[src/rtl/cart_rom_reader_if.sv]
// Request/response handshake between the splash generator (master) and the
// cartridge ROM reader (slave).
interface cart_rom_reader_if #(
  parameter int ADDR_W = 16
);
  logic [ADDR_W-1:0] rom_addr;
  logic              rom_rd;
  logic              rom_bsy;
  logic [7:0]        rom_data;

  modport master (
    output rom_addr, rom_rd,
    input  rom_bsy, rom_data
  );

  modport slave (
    input  rom_addr, rom_rd,
    output rom_bsy, rom_data
  );
endinterface

[src/rtl/cart_rom_reader.sv]
// Turns each rising edge of rom_rd into one timed read cycle on the cartridge
// bus (setup, strobe, sample) and returns the byte on rom_data.
module cart_rom_reader #(
  parameter int SETUP_CYC  = 1,
  parameter int ACCESS_CYC = 4,
  parameter int ADDR_W     = 16
) (
  input  logic              clk_8m,
  input  logic              rst_n,
  cart_rom_reader_if.slave  rom,
  input  logic              bus_grant,
  output logic              bus_active,
  output logic [ADDR_W-1:0] cart_a,
  input  logic [7:0]        cart_d,
  output logic              cart_rd_n
);

  typedef enum logic [1:0] {
    IDLE,
    WAIT_GNT,
    SETUP,
    STROBE
  } state_e;

  localparam logic [7:0] SETUP_LD  = 8'(SETUP_CYC - 1);
  localparam logic [7:0] ACCESS_LD = 8'(ACCESS_CYC - 1);

  state_e            state_q, state_d;
  logic [7:0]        cnt_q, cnt_d;
  logic              bsy_q, bsy_d;
  logic              rd_q;
  logic [7:0]        data_q, data_d;
  logic [ADDR_W-1:0] cart_a_q, cart_a_d;
  logic              rd_n_q, rd_n_d;
  logic              active_q, active_d;
  logic              rd_rise;

  assign rd_rise = rom.rom_rd & ~rd_q;

  // Combinational term lets the requester see busy in the request cycle itself.
  assign rom.rom_bsy  = bsy_q | (rd_rise & (state_q == IDLE));
  assign rom.rom_data = data_q;
  assign cart_a       = cart_a_q;
  assign cart_rd_n    = rd_n_q;
  assign bus_active   = active_q;

  always_comb begin
    // NOTE: every signal gets a default hold value first so no path through
    // the case statement leaves it unassigned, which would infer a latch.
    state_d  = state_q;
    cnt_d    = cnt_q;
    bsy_d    = bsy_q;
    data_d   = data_q;
    cart_a_d = cart_a_q;
    rd_n_d   = rd_n_q;
    active_d = active_q;

    unique case (state_q)
      IDLE: begin
        if (rd_rise) begin
          cart_a_d = rom.rom_addr;
          bsy_d    = 1'b1;
          cnt_d    = SETUP_LD;
          if (bus_grant) begin
            state_d  = SETUP;
            active_d = 1'b1;
          end else begin
            state_d  = WAIT_GNT;
          end
        end
      end
      WAIT_GNT: begin
        if (bus_grant) begin
          state_d  = SETUP;
          active_d = 1'b1;
        end
      end
      SETUP: begin
        if (cnt_q == 8'd0) begin
          rd_n_d  = 1'b0;
          cnt_d   = ACCESS_LD;
          state_d = STROBE;
        end else begin
          cnt_d = cnt_q - 8'd1;
        end
      end
      STROBE: begin
        // cart_d is sampled on the last strobe edge; cart_a stays put afterwards
        // to give the cartridge address hold time.
        if (cnt_q == 8'd0) begin
          data_d   = cart_d;
          rd_n_d   = 1'b1;
          bsy_d    = 1'b0;
          active_d = 1'b0;
          state_d  = IDLE;
        end else begin
          cnt_d = cnt_q - 8'd1;
        end
      end
      default: state_d = IDLE;
    endcase
  end

  // NOTE: state is updated with non-blocking assignments so every flop samples
  // the pre-edge values, independent of statement order.
  always_ff @(posedge clk_8m or negedge rst_n) begin
    if (!rst_n) begin
      state_q  <= IDLE;
      cnt_q    <= 8'd0;
      bsy_q    <= 1'b0;
      rd_q     <= 1'b0;
      data_q   <= 8'h00;
      cart_a_q <= '0;
      rd_n_q   <= 1'b1;
      active_q <= 1'b0;
    end else begin
      state_q  <= state_d;
      cnt_q    <= cnt_d;
      bsy_q    <= bsy_d;
      rd_q     <= rom.rom_rd;
      data_q   <= data_d;
      cart_a_q <= cart_a_d;
      rd_n_q   <= rd_n_d;
      active_q <= active_d;
    end
  end

endmodule
[src/flat_wrapper.sv]
// flat-port wrapper written by rule: the top's interface ports become plain ports
module cart_rom_reader_flat 
#(
  parameter int SETUP_CYC  = 1,
  parameter int ACCESS_CYC = 4,
  parameter int ADDR_W     = 16
)
  (clk_8m, rst_n, bus_grant, bus_active, cart_a, cart_d, cart_rd_n, rom_rom_addr, rom_rom_rd, rom_rom_bsy, rom_rom_data);
  cart_rom_reader_if #(.ADDR_W(ADDR_W)) rom_i ();
  input  logic clk_8m;
  input  logic rst_n;
  input  logic bus_grant;
  output logic bus_active;
  output logic [ADDR_W-1:0] cart_a;
  input  logic [7:0] cart_d;
  output logic cart_rd_n;
  input wire logic [$bits(rom_i.rom_addr)-1:0] rom_rom_addr;
  input wire logic [$bits(rom_i.rom_rd)-1:0] rom_rom_rd;
  output wire logic [$bits(rom_i.rom_bsy)-1:0] rom_rom_bsy;
  output wire logic [$bits(rom_i.rom_data)-1:0] rom_rom_data;
  assign rom_i.rom_addr = rom_rom_addr;
  assign rom_i.rom_rd = rom_rom_rd;
  assign rom_rom_bsy = rom_i.rom_bsy;
  assign rom_rom_data = rom_i.rom_data;
  cart_rom_reader #(.SETUP_CYC(SETUP_CYC), .ACCESS_CYC(ACCESS_CYC), .ADDR_W(ADDR_W)) u_core (.clk_8m(clk_8m), .rst_n(rst_n), .rom(rom_i), .bus_grant(bus_grant), .bus_active(bus_active), .cart_a(cart_a), .cart_d(cart_d), .cart_rd_n(cart_rd_n));
endmodule
[config.mk]
export PLATFORM = sky130hd
export DESIGN_NAME = cart_rom_reader_flat
export DESIGN_NICKNAME = d
export VERILOG_FILES = /design/src/rtl/cart_rom_reader_if.sv /design/src/rtl/cart_rom_reader.sv /design/src/flat_wrapper.sv
export SDC_FILE = /design/constraint.sdc
export NUM_CORES = 1
export LEC_CHECK = 0
export ABC_AREA = 1
export CORE_ASPECT_RATIO = 1.1
export CORE_MARGIN = 1
export CORE_UTILIZATION = 47
export DETAILED_ROUTE_END_ITERATION = 6
export HOLD_SLACK_MARGIN = 0.06
export PLACE_DENSITY = 0.78
export SKIP_LAST_GASP = 1
export SYNTH_ARGS = -nofsm -noshare
export SYNTH_HDL_FRONTEND = slang
export SYNTH_SLANG_ARGS = --single-unit
[constraint.sdc]
create_clock -name clk_8m -period 1.69 [get_ports clk_8m]
set_input_delay 0.338 -clock clk_8m [delete_from_list [all_inputs] [get_ports clk_8m]]
set_output_delay 0.338 -clock clk_8m [all_outputs]
set_load 0.02 [all_outputs]
# [Word-level counts from Yosys, hierarchy flattened]
# Index checks and enable logic that the tools add are counted.
[word_totals] rom_bits=0 wordCells=52 mem_bits_rw=0 regBits=38 out_inout_bits=27 latch_bits=0 memories=0
[op_classes] reduce_logical=13 order_cmp=0 mul=0 n_eq_ne=8 n_shift=0 div=0 muxes=18 bitwise_logic=4 add_sub_neg=1
[ops] op="2-to-1 mux 8 bit" n=3
[ops] op="one-hot mux 8 bit (3 select lines)" n=1
[ops] op="AND reduction 3 bit" n=4
[ops] op="2-to-1 mux 2 bit" n=5
[ops] op="logical NOT 8 bit" n=1
[ops] op="one-hot mux 2 bit (4 select lines)" n=1
[ops] op="subtractor 8 x 1 -> 8 bit, second input constant" n=1
[ops] op="!= test 2 x 1 -> 1 bit, second input constant" n=3
[ops] op="nonzero test 3 bit" n=2
[ops] op="2-to-1 mux 1 bit" n=5
[ops] op="equality test 2 bit, second input constant" n=2
[ops] op="!= test 2 bit, second input constant" n=2
[ops] op="one-hot mux 1 bit (2 select lines)" n=2
[ops] op="AND reduction 2 bit" n=2
[ops] op="AND reduction 4 bit" n=1
[ops] op="nonzero test 2 bit" n=2
[ops] op="one-hot mux 1 bit (3 select lines)" n=1
[ops] op="AND 1 bit" n=2
[ops] op="equality test 2 x 1 -> 1 bit, second input constant" n=1
[ops] op="logical NOT 2 bit" n=1
[ops] op="NOT 1 bit" n=1
[ops] op="bitwise OR 1 bit" n=1

# [Longest topological paths before layout]
# Gate-level depths: netlist (run 1).
[logic_depth] ltp_word=4 mapped_depth=9 depth_no_buf=9

# [Least setup slack after synthesis (run 1)]
# No wires, ideal clock.
[synth_path] kind="register -> output" start="register u_core.state_q[0]" end="output rom_rom_bsy" stages_incl_launch_ff=6 slack_ns=0.093 n_path_buf=1 arrival_time_ns=1.259 cell_sequence="dfrtp_1 > inv_1 > ha_1 > nand3_4 > buf_2 > nand2_1"
[synth_between] elab_chain_cells=3
[synth_rtl] item="from (decl)" line_no="cart_rom_reader.sv:28" rtl="state_e state_q, state_d;"
[synth_rtl] item="from (signal assigned)" line_no="cart_rom_reader.sv:117" rtl="state_q <= state_d;"
[synth_rtl] item="logical NOT 2 bit" line_no="cart_rom_reader.sv:41" rtl="assign rom.rom_bsy = bsy_q | (rd_rise & (state_q == IDLE));"
[synth_rtl] item="AND 1 bit" line_no="cart_rom_reader.sv:41"
[synth_rtl] item="bitwise OR 1 bit" line_no="cart_rom_reader.sv:41"
[synth_rtl] item="to (decl)" line_no="flat_wrapper.sv:19" rtl="output wire logic [$bits(rom_i.rom_bsy)-1:0] rom_rom_bsy;"
# Every way passes these cells.

# [Worst setup path after layout (run 1)]
[layout_path] start="register u_core.active_q (netlist: u_core.bus_active)" end="output bus_active"
[layout_rtl] item="from (decl)" line_no="cart_rom_reader.sv:35" rtl="logic active_q, active_d;"
[layout_rtl] item="from (signal assigned)" line_no="cart_rom_reader.sv:124" rtl="active_q <= active_d;"
[layout_rtl] item="to (decl)" line_no="flat_wrapper.sv:13" rtl="output logic bus_active;"
# No word-level cell between the ends.

==> results.toml, run 1 <==
[drt]
finalWirelength_mm = 3.99
ant_nets = 0
drcViolationCount = 0
vias = 1597
drt_iter0_drc = 139
firstDrtPassIters = 4
viasPerCell = 4.88
wl_per_cell_um = 12.2

[cells_and_area]
finalNonFillerCells = 327
drive_gt1_share_pct = 16.2
diodes = 0
final_area_um2 = 2660
nets = 310
syn_to_final_growth_pct = 42.8

[critical_path]
critPathRequiredTime_ns = 1.35
worstSetupEndpoint = "bus_active"
r2r_end = "u_core.cnt_q[1]$_DFFE_PN0P_"
crit_arrival_ns = 1.27
crit_family = "buffers and inverters"
critPathBufInv = 1
crit_chain = "clkdlybuf4s50_1"
crit_cells = 1
ff2ff_path_depth = 9
crit_fanout = 3
crit_slowest_cell = "clkdlybuf4s50_1"
worstReg2RegStart = "u_core.cnt_q[0]$_DFFE_PN0P_"
critical_path.max_stage_delay_ns = 0.61
crit_path_end_kind = "output port"
start_kind = "flip-flop"
crit_start = "u_core.bus_active$_DFFE_PN0P_"
r2r_slack_ns = 0.12
path_class = "flip-flop to output port"

[timing]
fin_skew_ns = 0.00372
worstMarginPinSlew_ns = 0.470
fmax_mhz = 621
timing.final.crit_share_pct = 95.3
relSlewSlack_pct = 68.7
setup_violations = 0
worst_slack_ns = 0.0791
finalHoldViolCount = 0
period_needed_ns = 1.61
rsz0062_at_grt = "true"
hold_ws_ns = 0.0831
drv_slew = 0

[pwr]
leakage_uw = 0.00130
ir_worst_vdd_v = 0.00102
power_density_nw_per_um2 = 1940
finalPower_uw = 5180

[logic_synthesis]
async_flop_share_pct = 100
synthCells = 205
yosysUniqueCellTypes = 21
synth_seq_area_share_pct = 51.1
synth_top_area_share_pct = 49.7
syn_nets = 239
netlist_area_um2 = 1860
synth_edf_count = 0
ys.flop_type = "dfrtp_1"
ys_top_cells_by_count = "nand2_1 (73), dfrtp_1 (37), inv_1 (22)"
postSynthRegisterBits = 38
synth_area_leaders = "dfrtp_1 (50%), nand2_1 (15%), mux2_1 (5.4%)"
ys_warn_count = 0
syn_avg_cell_area_um2 = 9.09
yosysTopAreaCell = "dfrtp_1"
yosysMostFrequentCell = "nand2_1"

[run]
max_cap_viol_count = 0

[placed_design]
place_inst = 319
place.gp.congestion = 0.822
place_ws_ns = -0.278
dp_hpwl_mm = 2.96
dpl_cell_area_um2 = 2540
port_buffers = 54

[die]
die_h_um = 68.0
rows = 23
dieArea_um2 = 4220
ioPinCount = 55
die_w_um = 62.0
fp.coreArea_um2 = 3710
initial_core_util_pct = 50.2

[run_status]
status = "completed"

[clock_tree]
cts.sinks = 38
cts_root_buf = "clkbuf_8"
clock_latency_ns = 0.29
cts.path.max_buffers = 2
cts_hold_buffers = 0
cts_made_buffers = 5
post-cts-setup-buffers = 0
htree_levels = 2
path_clk_slew_ns = 0.07
cts_tree = "done"

[global_routing]
grt_max_degree = 39
grt_pass1_vias = 1523
grt_pass1_wl_mm = 6.68
antenna_found_initial = 0
grt_usage_pct = 22.0
gr-total-overflow = 0

[hold_path]
hp-class = "input pin to async pin"
## cell families (layout without fill, tap and decap cells)
| family | Yosys count | count (layout) | share of synthesized area [%] |
|---|---|---|---|
| simple gates | 107 | 107 | 25.3 |
| flops | 38 | 38 | 51.1 |
| buf+inv | 28 | 100 | 6.31 |
| mux | 16 | 16 | 9.67 |
| compound gates | 9 | 9 | 3.16 |
| fa+ha+maj | 6 | 6 | 4.03 |
| xor+xnor | 1 | 1 | 0.470 |
## metal layers
metal | vias to the layer above | share of wire [%] | global-route usage (%)
met2 | 33 | 52 | 36.0
met5 | - | 0 | 0
met1 | 767 | 43 | 27.2
met4 | 0 | 1.9 | 10.3
met3 | 8 | 3.5 | 5.10
li1 | 789 | - | -
## where the power goes
part	internal, uW	total [uW]	switching [uW]
clock	329	641	312
sequential	1330	1570	237
combinational	1370	2960	1590
total	3040	5180	2140
## flip-flops by register name, indices dropped and copies added, names as in the netlist
signal,count
u_core.bus_active,1
u_core.cart_rd_n,1
u_core.cart_a,16
u_core.bsy_q,1
u_core.rom.rom_data,8
u_core.state_q,2
u_core.rd_q,1
u_core.cnt_q,8
## timing repair
item	in CTS	in global routing
setup endpoints to repair	2	17
gates resized for setup	4	9
pin swaps	0	1
cloned	0	0
## placed cells by master, fill, tap and decap left out
cell type	count
nand2_1	71
inv_2	1
buf_4	15
o21a_1	1
nor2_4	2
nand4_1	5
o2111ai_1	3
dlygate4sd2_1	1
mux2_2	7
clkinv_2	1
xor2_1	1
a21oi_1	2
nand3_1	8
clkbuf_1	1
ha_4	1
dfrtp_1	37
mux2_1	9
inv_1	21
nand3_2	1
clkinvlp_4	1
nor2_1	15
clkdlybuf4s50_1	51
nand3_4	2
ha_1	5
nand2_2	3
o21ai_0	1
dfstp_2	1
clkbuf_8	6
a21oi_2	2
buf_2	2
## layout make-up
class / instances / area [um^2]
fill: 298 / 1050
sequential: 38 / 952
multi-input combinational: 139 / 823
tap: 50 / 62.6
inverter: 23 / 90.1
timing repair buffer: 69 / 642
clock inverter: 1 / 5.00
clock buffer: 7 / 86.3
## per-stage QoR
step | setup TNS [ns] | utilization (%)
finish | 0 | 71.7
detailed placement | -0.910 | 68.5
global route | -0.0240 | 71.7
CTS | -0.0657 | 70.9
floorplan | 0 | -
global placement | -0.793 | 68.5
## worst min path at each step
stage          slack, ns  cells after the start                       endpoint  start
5_1_grt             0.14                      2  u_core.state_q[1]$_DFFE_PN0P_  rst_n
3_5_place_dp        0.41                      2  u_core.state_q[0]$_DFFE_PN0P_  rst_n
3_3_place_gp        0.42                      2  u_core.state_q[0]$_DFFE_PN0P_  rst_n
6_report            0.08                      2  u_core.state_q[0]$_DFFE_PN0P_  rst_n
2_1_floorplan       0.04                      0       u_core.bsy_q$_DFFE_PN0P_  rst_n
4_1_cts             0.10                      2  u_core.state_q[0]$_DFFE_PN0P_  rst_n
(Power assumes the default switching activity.)
==> inputs of run 2 (changes only) <==
SETUP_SLACK_MARGIN = 0.05   (was not set)
==> run 2 against run 1 <==
Compared with the run above: clock skew is 0.0012 ns higher; fmax is 0.31% higher; sequential share of layout area decreased by 0.82 points; clock power up 2%; largest cell class unchanged.
==> results.toml, run 2 (synthesis results as in run 1) <==
[run_status]
status = "completed"

[die]
dieArea_um2 = 4220
die_h_um = 68.0
fp.coreArea_um2 = 3710
rows = 23
initial_core_util_pct = 50.2
die_w_um = 62.0
ioPinCount = 55

[global_routing]
grt_max_degree = 39
gr-total-overflow = 0
grt_usage_pct = 22.0
grt_pass1_wl_mm = 6.68
grt_pass1_vias = 1523
antenna_found_initial = 0

[clock_tree]
cts.sinks = 38
cts_root_buf = "clkbuf_8"
cts.path.max_buffers = 2
path_clk_slew_ns = 0.08
cts_tree = "done"
cts_made_buffers = 5
cts_hold_buffers = 0
clock_latency_ns = 0.29
htree_levels = 2

[pwr]
leakage_uw = 0.00135
power.internal_uw = 3110
swShare_pct = 41.7
pwr-share-comb_pct = 58.4
seq_power_share_pct = 29.4
clkPwrFrac_pct = 12.2
finalPower_uw = 5340
p_sw_uw = 2230
ir_worst_vdd_v = 0.00104
power_density_nw_per_um2 = 1960

[timing]
fin_skew_ns = 0.00497
setup_violations = 0
timing.final.crit_share_pct = 95.0
worstMarginPinSlew_ns = 0.478
rsz0062_at_grt = "true"
period_needed_ns = 1.61
drv_slew = 0
worst_slack_ns = 0.0841
setup_tns_ns = 0
finalHoldViolCount = 0
fmax_mhz = 623
relSlewSlack_pct = 68.1
hold_ws_ns = 0.0743

[critical_path]
path_class = "flip-flop to output port"
crit_path_end_kind = "output port"
critPathBufInv = 1
crit_start = "u_core.rom.rom_data[0]$_DFFE_PN0P_"
crit_slowest_cell = "clkdlybuf4s50_1"
crit_chain = "clkdlybuf4s50_1"
crit_fanout = 2
critical_path.max_stage_delay_ns = 0.62
crit_arrival_ns = 1.27
crit_family = "buffers and inverters"
critPathRequiredTime_ns = 1.35
start_kind = "flip-flop"
worstReg2RegStart = "u_core.cnt_q[0]$_DFFE_PN0P_"

[drt]
drcViolationCount = 0
wl_per_cell_um = 12.7
wl_met3_um = 162
vias = 1631
drt_iter0_drc = 125
finalWirelength_mm = 4.18
ant_nets = 0
firstDrtPassIters = 4
top_layer_used = "met4"
wl_met2_mm = 2.20
drt-met1-wl_mm = 1.73
viasPerCell = 4.94

[cells_and_area]
diodes = 0
fillerInstances = 277
nets = 313
layout_commonest_cell = "nand2_1"
largest_register_ffs = 16
finalNonFillerCells = 330
drive_gt1_share_pct = 18.2
syn_to_final_growth_pct = 46.2
mostFrequentLayoutCells = "nand2_1 (70), clkdlybuf4s50_1 (48), dfrtp_1 (37)"

[placed_design]
place_inst = 319
place.gp.congestion = 0.822
port_buffers = 54
dp_hpwl_mm = 2.96
place_ws_ns = -0.278

[hold_path]
hp-class = "input pin to async pin"

[run]
max_cap_viol_count = 0
==> run 2: changes by cell type in the layout (fill, tap and decap cells not counted) <==
cell	change
a21oi_2	-1
a21oi_4	+1
buf_6	+2
clkdlybuf4s50_1	-3
dlymetal6s2s_1	+3
ha_1	-1
ha_2	+1
inv_1	-1
inv_2	+1
nand2_1	-1
nand2_2	-1
nand2_4	+2
nand3_2	+1
==> run 2: per-stage QoR <==
stage	utilization, %	cell area (um^2)
after CTS	70.9	2630
after global placement	68.5	2540
after detailed placement	68.5	2540
after floorplan	-	1860
final	73.4	2720
after global routing	73.4	2720
==> run 2: final cells by class <==
| type | count | area (um^2) | share of cell area (%) |
|---|---|---|---|
| clock inverters | 1 | 5.00 | 0.184 |
| multi-input cells | 140 | 856 | 31.4 |
| flip-flops and latches | 38 | 952 | 35.0 |
| clock buffers | 7 | 86.3 | 3.17 |
| repair buffers | 71 | 672 | 24.7 |
| well taps | 50 | 62.6 | 2.30 |
| inverters | 23 | 90.1 | 3.31 |
==> run 2: final timing paths <==
| check | depth (start not counted) | slack (ns) | endpoint |
|---|---|---|---|
| setup / recovery | 1 | 0.08 | rom_rom_data[0] |
| hold / removal | 2 | 0.07 | u_core.rd_q$_DFF_PN0_ |
| setup reg to reg | 10 | 0.12 | u_core.cnt_q[7]$_DFFE_PN0P_ |
| hold reg to reg | 2 | 0.47 | u_core.cart_rd_n$_DFFE_PN1P_ |
| max in group asynchronous | 2 | 1.26 | u_core.cart_rd_n$_DFFE_PN1P_ |
| min in group clk_8m | 2 | 0.36 | u_core.rd_q$_DFF_PN0_ |
==> run 2: power groups by stage <==
stage          clock network, uW  logic [uW]  registers [uW]
5_1_grt                      695        3430            1620
4_1_cts                      660        2910            1580
2_1_floorplan                  0        1280            1970
3_3_place_gp                   0        2820            1570
3_5_place_dp                   0        2900            1590
6_report                     651        3120            1570
==> run 2: repair_timing <==
item	4_1_cts	5_1_grt
pin swaps	0	2
endpoints found under the setup margin	2	23
resized for setup	4	20
gates cloned	0	1
setup buffers	0	2
endpoints found under the hold margin	0	0
==> run 2: routing by layer <==
metal  GRT usage, %  vias up
met5              0        -
met4           10.3        0
met3           5.10        8
met2           36.0       38
met1           27.2      786
li1               -      799
==> RTL edit (config.mk and constraints of run 2) <==
Encoding of `state_e`: now one-hot (4 bits for 4 states).
--- a/src/rtl/cart_rom_reader.sv
+++ b/src/rtl/cart_rom_reader.sv
@@ -16,9 +16,9 @@
 );
 
-  typedef enum logic [1:0] {
-    IDLE,
-    WAIT_GNT,
-    SETUP,
-    STROBE
+  typedef enum logic [3:0] {
+    IDLE     = 4'b0001,
+    WAIT_GNT = 4'b0010,
+    SETUP    = 4'b0100,
+    STROBE   = 4'b1000
   } state_e;
 
Check against the original RTL: same outputs for any inputs over 10 cycles, from zero or initial values and one cycle with rst_n low; not proved beyond that.
==> RTL edit against run 2 <==
The run now ends with negative setup slack left. Count of clock-buffer cells in the layout is 1 lower. Power is 16% higher. Routed wire length is 7.8% higher. Sequential cell count is 2 higher. Final area is 7.4% higher. Synthesized area is 6.2% higher. Worst setup slack worse by 0.12 ns. Critical path depth is 6 higher. Cell count is 16% higher. Maximum frequency is 7.1% lower.
==> RTL edit: results (changes against run 2) <==
| Metric | Value |
|---|---|
| Maximum VDD drop | `1.19 mV (+15%)` |
| Biggest area contributors in the synthesized netlist | `sky130_fd_sc_hd__dfrtp_1 (48%), sky130_fd_sc_hd__nand2_1 (23%), sky130_fd_sc_hd__inv_1 (3.6%), sky130_fd_sc_hd__nand2_2 (3.2%), sky130_fd_sc_hd__nand3_1 (2.8%)` |
| Fraction of layout cells with a size suffix above 1 | `0.227 (+0.0444)` |
| Endpoint of the worst-slack reg-to-reg timing path | `u_core.cnt_q[5]` |
| GRT met3 Usage | `0.0719 (+0.0209)` |
| Count of endpoints failing setup in the final report | `1 (+1)` |
| CP arrival | `1.39 ns (+0.12 ns)` |
| Number of DRC markers after the initial detailed-route iteration | `64 (-49%)` |
| Global-route wire length before repair | `7810 um (+17%)` |
| Launch instance of the worst register-to-register path | `u_core.state_q[3]` |
| Worst slew margin | `0.674 (-0.00712)` |
| Static power due to leakage | `1.63 nW (+21%)` |
| GR Util met2 | `0.375 (+0.0143)` |
| Top post-synthesis cells by count | `sky130_fd_sc_hd__nand2_1 (119), sky130_fd_sc_hd__dfrtp_1 (38), sky130_fd_sc_hd__inv_1 (19), sky130_fd_sc_hd__nor2_1 (14), sky130_fd_sc_hd__nand3_1 (11)` |
| Violated checks | `negative setup slack` |
| Pin count of the biggest net entering global routing | `41 (+5.1%)` |
| Synth unique cells | `28 (+33%)` |
| Nets@finish | `359 (+15%)` |
| Synth Net Count | `277 (+16%)` |
| Global-route track usage on met1 | `0.277 (+0.00477)` |
| Detail Placement HPWL | `3120 um (+5.5%)` |
| Max stage delay on crit path | `0.42 ns (-0.20 ns)` |
| Post-route clock skew | `0.00831 ns (+0.00334 ns)` |
| Smallest setup slack after layout | `-0.0380 ns (-0.122 ns)` |
| Register-to-register setup slack | `0.17 ns (+0.05 ns)` |
| Number of synthesized register bits | `40 (+5.3%)` |
| Sequential fraction of the synthesis area | `0.507 (-0.00413)` |
| Run status | `finished, violations left` |
## RTL edit: changes by cell type after synthesis, moves of 3 or more
cell                        delta
sky130_fd_sc_hd__nand2_1      +46
sky130_fd_sc_hd__inv_1         -3
sky130_fd_sc_hd__mux2_1        -9
sky130_fd_sc_hd__o2111ai_1     -3
sky130_fd_sc_hd__nand2_2       +9
sky130_fd_sc_hd__mux2_2        -7
sky130_fd_sc_hd__ha_1          -5
sky130_fd_sc_hd__buf_2         -3
## RTL edit: report_power, final
| group | internal, W | switching (W) |
|---|---|---|
| Sequential | 0.00137 | 0.000288 |
| Combinational | 0.00163 | 0.00213 |
| Clock | 0.000438 | 0.000324 |
## RTL edit: cell families after synthesis
kind of cell	synth area share
AOI/OAI and AO/OA	0.0126
xor gates and xnor gates	0.0133
adders and majority gates	0.00632
buffers and inverters	0.0657
DFF	0.507
and+or+nand+nor	0.395
## RTL edit: timing repair
item	CTS	global route
buffers inserted	1	8
pin swaps	1	5
gates cloned	0	0
endpoints found under the setup margin	3	36
resized for setup	7	29
## RTL edit: how the worst max path moves through the flow
stage | startpoint | to | slack (ns) | cells past startpoint
2_1_floorplan | u_core.cnt_q[0] | u_core.rom.rom_data[0] | 0.06 | 11
3_3_place_gp | rom_rom_rd | rom_rom_bsy | -0.51 | 7
3_5_place_dp | rom_rom_rd | rom_rom_bsy | -0.50 | 7
4_1_cts | u_core.state_q[2] | rom_rom_bsy | -0.07 | 7
5_1_grt | u_core.state_q[3] | rom_rom_bsy | -0.09 | 7
6_report | rom_rom_rd | rom_rom_bsy | -0.04 | 7
## RTL edit: area by class of cell
| class | instances | area (sq um) |
|---|---|---|
| tap | 52 | 65.1 |
| multi-input combinational | 180 | 883 |
| clock buffer | 6 | 72.6 |
| clock inverter | 2 | 35.0 |
| timing repair buffer | 79 | 767 |
| fill | 306 | 1070 |
| inverter | 24 | 98.8 |
| sequential | 40 | 1000 |
## RTL edit: routing by layer
layer  share of wire  vias to the layer above
met4           0.015                        0
met5               0                        -
li1                -                      916
met2            0.49                       53
met3           0.057                        9
met1            0.44                      840
## RTL edit: per-stage QoR
stage          area [sq um]  worst slack [ns]  power [W]  instances  hold slack (ns)
2_1_floorplan          1980            0.0631    0.00390        248           0.0424
3_3_place_gp           2680            -0.511    0.00505        366            0.426
3_5_place_dp           2680            -0.502    0.00514        366            0.430
4_1_cts                2790           -0.0708    0.00595        375            0.109
5_1_grt                2930           -0.0854    0.00670        383            0.143
6_report               2930           -0.0380    0.00618        383           0.0835
